## config.mk

```make
export PLATFORM = sky130hd
export DESIGN_NAME = spi_master_mc_flat
export DESIGN_NICKNAME = d
export VERILOG_FILES = /design/src/rtl/spi_master_mc_if.sv /design/src/rtl/spi_master_mc.sv /design/src/flat_wrapper.sv
export SDC_FILE = /design/constraint.sdc
export NUM_CORES = 1
export LEC_CHECK = 0
export ABC_AREA = 1
export BUFFER_PORTS_ARGS = -buffer_cell sky130_fd_sc_hd__buf_2
export CORE_ASPECT_RATIO = 1.4
export CORE_MARGIN = 2
export CORE_UTILIZATION = 47
export DETAILED_ROUTE_END_ITERATION = 7
export PLACE_DENSITY = 0.67
export SKIP_CTS_REPAIR_TIMING = 1
export SYNTH_ARGS = -nofsm -noshare
export SYNTH_HDL_FRONTEND = slang
export SYNTH_SLANG_ARGS = --single-unit
export TNS_END_PERCENT = 100
```

## constraint.sdc

```tcl
create_clock -name clk -period 2.9 [get_ports clk]
set_input_delay 0.145 -clock clk [delete_from_list [all_inputs] [get_ports clk]]
set_output_delay 0.145 -clock clk [all_outputs]
set_load 0.01 [all_outputs]
```

## src/rtl/spi_master_mc_if.sv

```systemverilog
// spi_master_mc_if: request/response and SPI pin bundle for spi_master_mc
// Ports (master view): newd, din, cs_sel, mode, miso in; sclk, mosi, cs, dout, done, busy out.
// The slave modport is the mirror image, used by whatever drives requests and models the slaves.
interface spi_master_mc_if #(
    parameter int DATA_W = 12,
    parameter int NUM_CS = 1
);
    localparam int CS_W = NUM_CS > 1 ? $clog2(NUM_CS) : 1;
    logic              newd;
    logic [DATA_W-1:0] din;
    logic [CS_W-1:0]   cs_sel;
    logic [1:0]        mode;
    logic              miso;
    logic              sclk;
    logic              mosi;
    logic [NUM_CS-1:0] cs;
    logic [DATA_W-1:0] dout;
    logic              done;
    logic              busy;
    modport master (
        input  newd, din, cs_sel, mode, miso,
        output sclk, mosi, cs, dout, done, busy
    );
    modport slave (
        output newd, din, cs_sel, mode, miso,
        input  sclk, mosi, cs, dout, done, busy
    );
endinterface

```

## src/rtl/spi_master_mc.sv

```systemverilog
// spi_master_mc: parametrised full-duplex SPI master, all four modes, multiple active-low chip selects
// Ports: clk; rst (asynchronous, active-low); bus (spi_master_mc_if.master):
//   newd/din/cs_sel/mode start a transfer when busy=0, miso is the slave data in,
//   sclk/mosi/cs drive the slaves, dout/done/busy report the finished transfer.
module spi_master_mc #(
    parameter int DATA_W    = 12,
    parameter int CLK_DIV   = 20,
    parameter int NUM_CS    = 1,
    parameter bit LSB_FIRST = 1'b0
) (
    input logic clk,
    input logic rst,
    spi_master_mc_if.master bus
);
    localparam int CS_W  = NUM_CS > 1 ? $clog2(NUM_CS) : 1;
    localparam int DIV_W = $clog2(CLK_DIV);
    localparam int EDGES = 2 * DATA_W;
    localparam int EDG_W = $clog2(EDGES + 1);
    typedef enum logic [1:0] {IDLE, SETUP, XFER, HOLD} state_t;
    state_t            state;
    logic [DATA_W-1:0] tx, rx, tx_next, rx_next;
    logic [DIV_W-1:0]  div;
    logic [EDG_W-1:0]  edge_cnt;
    logic              cpha;
    logic [NUM_CS-1:0] cs_req;
    logic              half_end, leading, last_edge;
    function automatic logic first_bit(input logic [DATA_W-1:0] w);
        return LSB_FIRST ? w[0] : w[DATA_W-1];
    endfunction
    always_comb begin
        half_end  = div == DIV_W'(CLK_DIV - 1);
        // the edge about to happen is a leading one when an even number have gone by
        leading   = ~edge_cnt[0];
        last_edge = edge_cnt == EDG_W'(EDGES - 1);
        tx_next   = LSB_FIRST ? tx >> 1 : tx << 1;
        rx_next   = LSB_FIRST ? {bus.miso, rx[DATA_W-1:1]} : {rx[DATA_W-2:0], bus.miso};
        // out-of-range selects fall back to line 0
        cs_req    = ~(NUM_CS'(1) << ((32'(bus.cs_sel) < NUM_CS) ? bus.cs_sel : CS_W'(0)));
    end
    always_ff @(posedge clk or negedge rst) begin
        if (!rst) begin
            state    <= IDLE;
            tx       <= '0;
            rx       <= '0;
            div      <= '0;
            edge_cnt <= '0;
            cpha     <= 1'b0;
            bus.sclk <= 1'b0;
            bus.mosi <= 1'b0;
            bus.cs   <= '1;
            bus.dout <= '0;
            bus.done <= 1'b0;
            bus.busy <= 1'b0;
        end else begin
            bus.done <= 1'b0;
            case (state)
                IDLE: if (bus.newd) begin
                    state    <= SETUP;
                    bus.busy <= 1'b1;
                    bus.cs   <= cs_req;
                    bus.sclk <= bus.mode[1];
                    cpha     <= bus.mode[0];
                    tx       <= bus.din;
                    rx       <= '0;
                    bus.mosi <= first_bit(bus.din);
                    div      <= '0;
                    edge_cnt <= '0;
                end
                SETUP, XFER: begin
                    div <= half_end ? '0 : div + 1'b1;
                    if (half_end) begin
                        bus.sclk <= ~bus.sclk;
                        edge_cnt <= edge_cnt + 1'b1;
                        state    <= last_edge ? HOLD : XFER;
                        // capture on leading edges in CPHA=0, trailing in CPHA=1; otherwise shift out,
                        // except the first CPHA=1 leading edge (bit 0 already on mosi) and the final edge
                        if (leading ^ cpha)
                            rx <= rx_next;
                        else if (edge_cnt != '0 && !last_edge) begin
                            tx       <= tx_next;
                            bus.mosi <= first_bit(tx_next);
                        end
                    end
                end
                HOLD: begin
                    div <= half_end ? '0 : div + 1'b1;
                    if (half_end) begin
                        state    <= IDLE;
                        bus.cs   <= '1;
                        bus.mosi <= 1'b0;
                        bus.busy <= 1'b0;
                        bus.done <= 1'b1;
                        bus.dout <= rx;
                        edge_cnt <= '0;
                    end
                end
                default: state <= IDLE;
            endcase
        end
    end
endmodule
```

## src/flat_wrapper.sv

```systemverilog
// flat-port wrapper written by rule: the top's interface ports become plain ports
module spi_master_mc_flat 
#(
    parameter int DATA_W    = 12,
    parameter int CLK_DIV   = 20,
    parameter int NUM_CS    = 1,
    parameter bit LSB_FIRST = 1'b0
)
  (clk, rst, bus_newd, bus_din, bus_cs_sel, bus_mode, bus_miso, bus_sclk, bus_mosi, bus_cs, bus_dout, bus_done, bus_busy);
  spi_master_mc_if #(.DATA_W(DATA_W), .NUM_CS(NUM_CS)) bus_i ();
  input logic clk;
  input logic rst;
  input wire logic [$bits(bus_i.newd)-1:0] bus_newd;
  input wire logic [$bits(bus_i.din)-1:0] bus_din;
  input wire logic [$bits(bus_i.cs_sel)-1:0] bus_cs_sel;
  input wire logic [$bits(bus_i.mode)-1:0] bus_mode;
  input wire logic [$bits(bus_i.miso)-1:0] bus_miso;
  output wire logic [$bits(bus_i.sclk)-1:0] bus_sclk;
  output wire logic [$bits(bus_i.mosi)-1:0] bus_mosi;
  output wire logic [$bits(bus_i.cs)-1:0] bus_cs;
  output wire logic [$bits(bus_i.dout)-1:0] bus_dout;
  output wire logic [$bits(bus_i.done)-1:0] bus_done;
  output wire logic [$bits(bus_i.busy)-1:0] bus_busy;
  assign bus_i.newd = bus_newd;
  assign bus_i.din = bus_din;
  assign bus_i.cs_sel = bus_cs_sel;
  assign bus_i.mode = bus_mode;
  assign bus_i.miso = bus_miso;
  assign bus_sclk = bus_i.sclk;
  assign bus_mosi = bus_i.mosi;
  assign bus_cs = bus_i.cs;
  assign bus_dout = bus_i.dout;
  assign bus_done = bus_i.done;
  assign bus_busy = bus_i.busy;
  spi_master_mc #(.DATA_W(DATA_W), .CLK_DIV(CLK_DIV), .NUM_CS(NUM_CS), .LSB_FIRST(LSB_FIRST)) u_core (.clk(clk), .rst(rst), .bus(bus_i));
endmodule
```

==> results of run 1 <==
==> kinds of logic (layout without fill, tap and decap cells) <==
group / Yosys count / count (layout) / synth area share [%]
DFF: 53 / 53 / 51.7
buffers and inverters: 31 / 66 / 5.70
AOI/OAI and AO/OA: 31 / 31 / 8.44
adders and majority gates: 7 / 7 / 3.41
and+or+nand+nor: 179 / 179 / 28.3
muxes: 1 / 1 / 0.390
xor gates and xnor gates: 6 / 6 / 2.05
==> state kept, by name, summed over array words and instances (netlist names), 2 cells and up <==
register and count:
u_core.bus.dout 12, u_core.div 5, u_core.edge_cnt 5, u_core.rx 12
u_core.state 2, u_core.tx 11
==> cell type report <==
type | instances | area, um^2 | share of cell area [%]
inverter | 20 | 75.1 | 2.62
clock buffer | 6 | 72.6 | 2.53
multi-input combinational | 224 | 1090 | 38.2
clock inverter | 2 | 10.0 | 0.350
timing repair buffer | 38 | 203 | 7.08
sequential | 53 | 1330 | 46.4
tap | 66 | 82.6 | 2.88
==> per-stage QoR <==
step	power [mW]	hold WS (ns)	setup slack (ns)	instance area [um^2]
detailed placement	0.784	0.224	0.671	2770
CTS	1.18	-0.112	0.660	2850
finish	1.17	0.0960	0.671	2860
floorplan	0.757	-0.151	1.33	2570
global route	1.22	0.0868	0.394	2860
global placement	0.784	0.210	0.705	2770
==> report_power, final <==
group	switching, mW	internal (mW)	total [mW]	leakage [nW]
sequential	0.000563	0.739	0.740	0.689
clock	0.232	0.168	0.400	0.0450
combinational	0.0188	0.0106	0.0293	0.833
total	0.251	0.918	1.17	1.57
==> cells in the final DEF, fill, tap and decap left out <==
| master | synthesis | layout |
|---|---|---|
| nand2_1 | 145 | 145 |
| dfrtp_1 | 52 | 52 |
| buf_2 | 6 | 34 |
| inv_1 | 19 | 19 |
| nand3_1 | 17 | 17 |
| o21ai_2 | 12 | 12 |
| o21ai_0 | 11 | 11 |
| nor2_1 | 8 | 8 |
| ha_1 | 7 | 7 |
| xor2_1 | 5 | 5 |
| clkbuf_8 | 0 | 5 |
| nor2_2 | 3 | 3 |
| o21ai_1 | 3 | 3 |
| buf_4 | 2 | 3 |
| nand2_2 | 2 | 2 |
| a21oi_1 | 2 | 2 |
| clkinv_2 | 0 | 2 |
| inv_2 | 1 | 1 |
| a21oi_4 | 1 | 1 |
| nand2_4 | 1 | 1 |
| xnor2_1 | 1 | 1 |
| mux2i_1 | 1 | 1 |
| o211ai_1 | 1 | 1 |
| nand3_2 | 1 | 1 |
| o21bai_1 | 1 | 1 |
| nand3b_1 | 1 | 1 |
| nand4_1 | 1 | 1 |
| clkbuf_1 | 1 | 1 |
| dlygate4sd3_1 | 0 | 1 |
| dfstp_2 | 1 | 1 |
==> synth_stat cells (all sizes together) <==
library cell,instances,share of area (%)
dfrtp,52,51
nor2,11,1.9
xnor2,1,0.34
xor2,5,1.7
nand3b,1,0.29
nand2,148,22
o21bai,1,0.29
a21oi,3,1.0
o211ai,1,0.29
dfstp,1,1.0
nand4,1,0.24
clkbuf,1,0.15
o21ai,26,6.8
inv,20,2.9
ha,7,3.4
buf,10,2.6
mux2i,1,0.39
nand3,18,3.7
==> worst paths after layout <==
kind / from / to / slack [ns]
min in group asynchronous: rst / u_core.cpha / 0.40
max in group asynchronous: rst / u_core.rx[0] / 1.73
worst max-delay path: u_core.state[0] / u_core.tx[9] / 0.67
worst min register to register: u_core.rx[11] / u_core.bus.dout[11] / 0.48
worst min-delay path: bus_mode[0] / u_core.cpha / 0.1
worst max register to register: u_core.state[0] / u_core.tx[9] / 0.67
==> routing by layer <==
metal  global-route usage [%]  share of wire [%]
met2                     31.0                 50
met5                        0                  0
met4                     5.61                1.5
met1                     22.8                 46
met3                     3.47                2.4
==> critical path, cell delays in order, from the launching register on <==
cell and delay (ns):
dfrtp_1 0.39, inv_1 0.08, ha_1 0.59, a21oi_4 0.53, nand3_2 0.32, nand2_1 0.15
nand2_1 0.06
==> impl_metrics.py, run 1 <==
metrics = {
    "outcome": {
        "outcome": "complete, no violations",
    },
    "worst_setup_path": {
        "crit_type": "register to register",
        "endpoint_kind": "register",
        "critPathLaunchType": "register",
        "r2r_cells": 6,
        "worstPathMaxFanout": 21,
        "crit_arrival_ns": 2.42,
        "crit_required_ns": 3.09,
    },
    "sta": {
        "drv_slew": 0,
        "skew_ns": 0.0102,
        "fin_crit_sh_pct": 76.9,
        "hold_viol": 0,
        "final.setup.tns_ns": 0,
        "fmax_ghz": 0.449,
        "slew_headroom_pct": 46.0,
        "report.final.setup_viol": 0,
        "rsz0062_at_grt": "false",
        "tightest_slew_ns": 0.805,
        "fin_crit_ns": 2.23,
    },
    "logic_synthesis": {
        "syn_nets": 334,
        "syn_area_um2": 2570,
        "synth_seq_area_share_pct": 51.7,
        "ys_types": 28,
        "synth.avg_cell_area_um2": 8.33,
        "synth-seq-cells": 53,
        "synth_warnings": 0,
        "syn_inst": 308,
    },
    "clock_tree": {
        "cts_tree": "yes",
        "cts_root_buffer": "clkbuf_8",
        "clk_pin_slew_ns": 0.10,
        "clkSinkCount": 53,
        "clockBufferDepth": 2,
        "numCtsBuffers": 5,
        "clk_latency_ns": 0.30,
        "cts_max_level": 2,
    },
    "grt": {
        "grt_pass1_wl_mm": 8.61,
        "grt_max_degree": 30,
        "antenna_found_initial": 0,
        "grtUsageTotal_pct": 18.2,
        "grt_pass1_vias": 1915,
        "grt-ovfl-total": 0,
    },
    "layout": {
        "final_util_pct": 54.7,
        "area_growth_pct": 11.6,
        "nets": 368,
        "fill_cells": 500,
        "n_antenna_cell": 0,
        "fin_cells": 409,
        "drive_gt1_share_pct": 19.2,
    },
    "routing": {
        "vias": 2000,
        "drc": 0,
        "drt_first_pass_iters": 4,
        "drt-wirelength-per-cell_um": 11.7,
        "wirelength_mm": 4.80,
        "drtAntennaViolNets": 0,
        "post_drt_via_cell_ratio": 4.89,
        "drtIter0Drc": 81,
    },
    "job": {
        "cap_violations": 0,
    },
    "floorplanning": {
        "die_w_um": 66.5,
        "coreArea_um2": 5240,
        "die_area_um2": 6080,
        "initial_utilization_pct": 49.0,
        "fp.dieH_um": 91.4,
        "io-pin-count": 36,
        "rows": 31,
    },
    "placement": {
        "io_buffer_count": 34,
        "hpwl_mm": 3.41,
        "gp_congestion": 0.777,
        "dp.cells": 400,
    },
    "power": {
        "p_leak_nw": 1.57,
        "power_density_nw_per_um2": 408,
        "ir_worst_vdd_v": 0.000319,
    },
    "worst_hold_path": {
        "whs_path_depth": 3,
        "hold_class": "primary input to register",
    },
}
No activity file was read; power rests on OpenSTA's default activity.
==> inputs of run 2 (changes only) <==
PLACE_DENSITY = 0.7   (was 0.67)
clock period = 1.8 ns   (was 2.9 ns; I/O delays follow)
==> run 2 against run 1 <==
Net effect:
- worst setup slack worse by 0.53 ns
- sequential power is 61% higher
- via count is 0.15% higher
- cell area is 2.8% higher
- routed wire length is 4.6% higher
- critical path type unchanged
- hold slack worse by 0.067 ns
- largest power group unchanged
==> impl_metrics.py, run 2 (synthesized netlist as in run 1, its figures left out) <==
metrics = {
    "layout": {
        "postLayoutCellArea_um2": 2940,
        "area_growth_pct": 14.7,
        "fin_cells": 415,
        "reg_top3": "u_core.bus.dout: 12 flops, u_core.rx: 12 flops, u_core.tx: 11 flops",
        "drive_gt1_share_pct": 21.5,
        "final_cell_mix": "nand2_1 (145), dfrtp_1 (52), buf_2 (34)",
        "n_antenna_cell": 0,
        "final_common_cell": "nand2_1",
        "final_util_pct": 56.2,
        "nets": 374,
    },
    "sta": {
        "slew_headroom_pct": 62.2,
        "fin_crit_sh_pct": 92.4,
        "hold_viol": 0,
        "final.setup.tns_ns": 0,
        "drv_slew": 0,
        "fin_ws_ns": 0.136,
        "tightest_slew_ns": 0.567,
        "fmax_ghz": 0.601,
        "rsz0062_at_grt": "true",
        "report.final.setup_viol": 0,
        "hold_ws_ns": 0.0289,
        "fin_crit_ns": 1.66,
        "skew_ns": 0.0109,
    },
    "outcome": {
        "outcome": "complete, no violations",
    },
    "power": {
        "power_frac_clock_pct": 35.4,
        "p_leak_nw": 1.59,
        "ir_worst_vdd_v": 0.000406,
        "finalPower_mw": 1.92,
        "power_density_nw_per_um2": 653,
        "switchingPower_uw": 436,
        "seqPwrFrac_pct": 62.0,
        "power.share.combinational_pct": 2.7,
        "internal_power_mw": 1.49,
        "switching_share_pct": 22.6,
    },
    "routing": {
        "post_drt_via_cell_ratio": 4.83,
        "drtIter0Drc": 156,
        "drc": 0,
        "drtAntennaViolNets": 0,
        "drt-wirelength-per-cell_um": 12.1,
        "drt_first_pass_iters": 5,
        "wirelength_mm": 5.02,
        "vias": 2003,
    },
    "job": {
        "cap_violations": 0,
    },
    "grt": {
        "use_met2_pct": 31.3,
        "grt_pass1_wl_mm": 8.81,
        "grt-ovfl-total": 0,
        "use_met1_pct": 23.1,
        "grt_pass1_vias": 1996,
        "grt_max_degree": 32,
        "antenna_found_initial": 0,
        "grtUsageMet3_pct": 3.84,
        "grt-busiest-layer": "met2",
        "grtUsageTotal_pct": 18.3,
    },
    "clock_tree": {
        "cts_tree": "yes",
        "clkSinkCount": 53,
        "clk_latency_ns": 0.31,
        "cts_max_level": 2,
        "clk_pin_slew_ns": 0.10,
        "clockBufferDepth": 2,
        "numCtsBuffers": 5,
        "cts_root_buffer": "clkbuf_8",
    },
    "placement": {
        "place_area_um2": 2810,
        "hpwl_mm": 3.50,
        "gp_congestion": 0.775,
        "dp.cells": 404,
        "io_buffer_count": 34,
        "pre_cts_ws_ns": 0.0296,
    },
    "worst_setup_path": {
        "crit_path_end": "u_core.state[0]",
        "endpoint_kind": "register",
        "crit_start": "u_core.div[0]",
        "ff2ff_setup_slack_ns": 0.14,
        "r2r-start": "u_core.div[0]",
        "r2r_end": "u_core.state[0]",
        "worstPathMaxFanout": 7,
        "r2r_cells": 9,
        "critPathLaunchType": "register",
        "crit_required_ns": 1.99,
        "crit_type": "register to register",
        "crit_arrival_ns": 1.85,
    },
    "floorplanning": {
        "initial_utilization_pct": 49.0,
        "io-pin-count": 36,
        "rows": 31,
        "fp.dieH_um": 91.4,
        "die_w_um": 66.5,
        "coreArea_um2": 5240,
        "die_area_um2": 6080,
    },
    "worst_hold_path": {
        "hold_class": "primary input to register",
    },
}
[run 2: cell types whose count changed in the layout (fill, tap and decap cells not counted)]
cell        previous run  this run
ha_1                   7         6
clkinv_2               2         1
buf_4                  3         8
buf_12                 0         1
clkbuf_1               1         0
inv_6                  0         1
inv_1                 19        18
ha_4                   0         1
clkinvlp_4             0         2
[run 2: how the worst min path moves through the flow]
stage	start	slack (ns)	cells past startpoint	end
floorplan	rst	-0.21	0	u_core.bus.busy
global placement	rst	0.10	1	u_core.bus.sclk
detailed placement	rst	0.11	1	u_core.bus.mosi
CTS	rst	-0.23	1	u_core.bus.sclk
global route	bus_mode[0]	0.02	3	u_core.cpha
finish	bus_mode[0]	0.03	3	u_core.cpha
[run 2: worst max-delay path, stage by stage (launching register included)]
cell	delay [ns]
dfrtp_1	0.41
ha_1	0.24
nand2_1	0.06
inv_1	0.04
nand2_2	0.14
o21ai_1	0.09
nand2_1	0.20
inv_1	0.18
nand2_1	0.10
o21ai_0	0.09
[run 2: power groups by stage]
| stage | clock [mW] | sequential (mW) | combinational [mW] |
|---|---|---|---|
| finish | 0.680 | 1.19 | 0.0512 |
| global route | 0.756 | 1.19 | 0.0597 |
| CTS | 0.716 | 1.19 | 0.0523 |
| detailed placement | 0 | 1.22 | 0.0519 |
| global placement | 0 | 1.22 | 0.0510 |
| floorplan | 0 | 1.22 | 0.00348 |
[run 2: routing by layer]
layer	routed length (um)	part of all wire, %	vias to the layer above
li1	-	-	1035
met1	2250	45	932
met2	2560	51	34
met3	197	3.9	2
met4	20	0.40	0
met5	0	0	-
[run 2: layout make-up]
cell class                      count  area, um^2
Timing Repair Buffer               44         260
Inverter                           20        78.8
Clock inverter                      3        21.3
Sequential cell                    53        1330
Multi-Input combinational cell    224        1100
Fill cell                         493        2290
Tap cell                           66        82.6
Clock buffer                        5        68.8
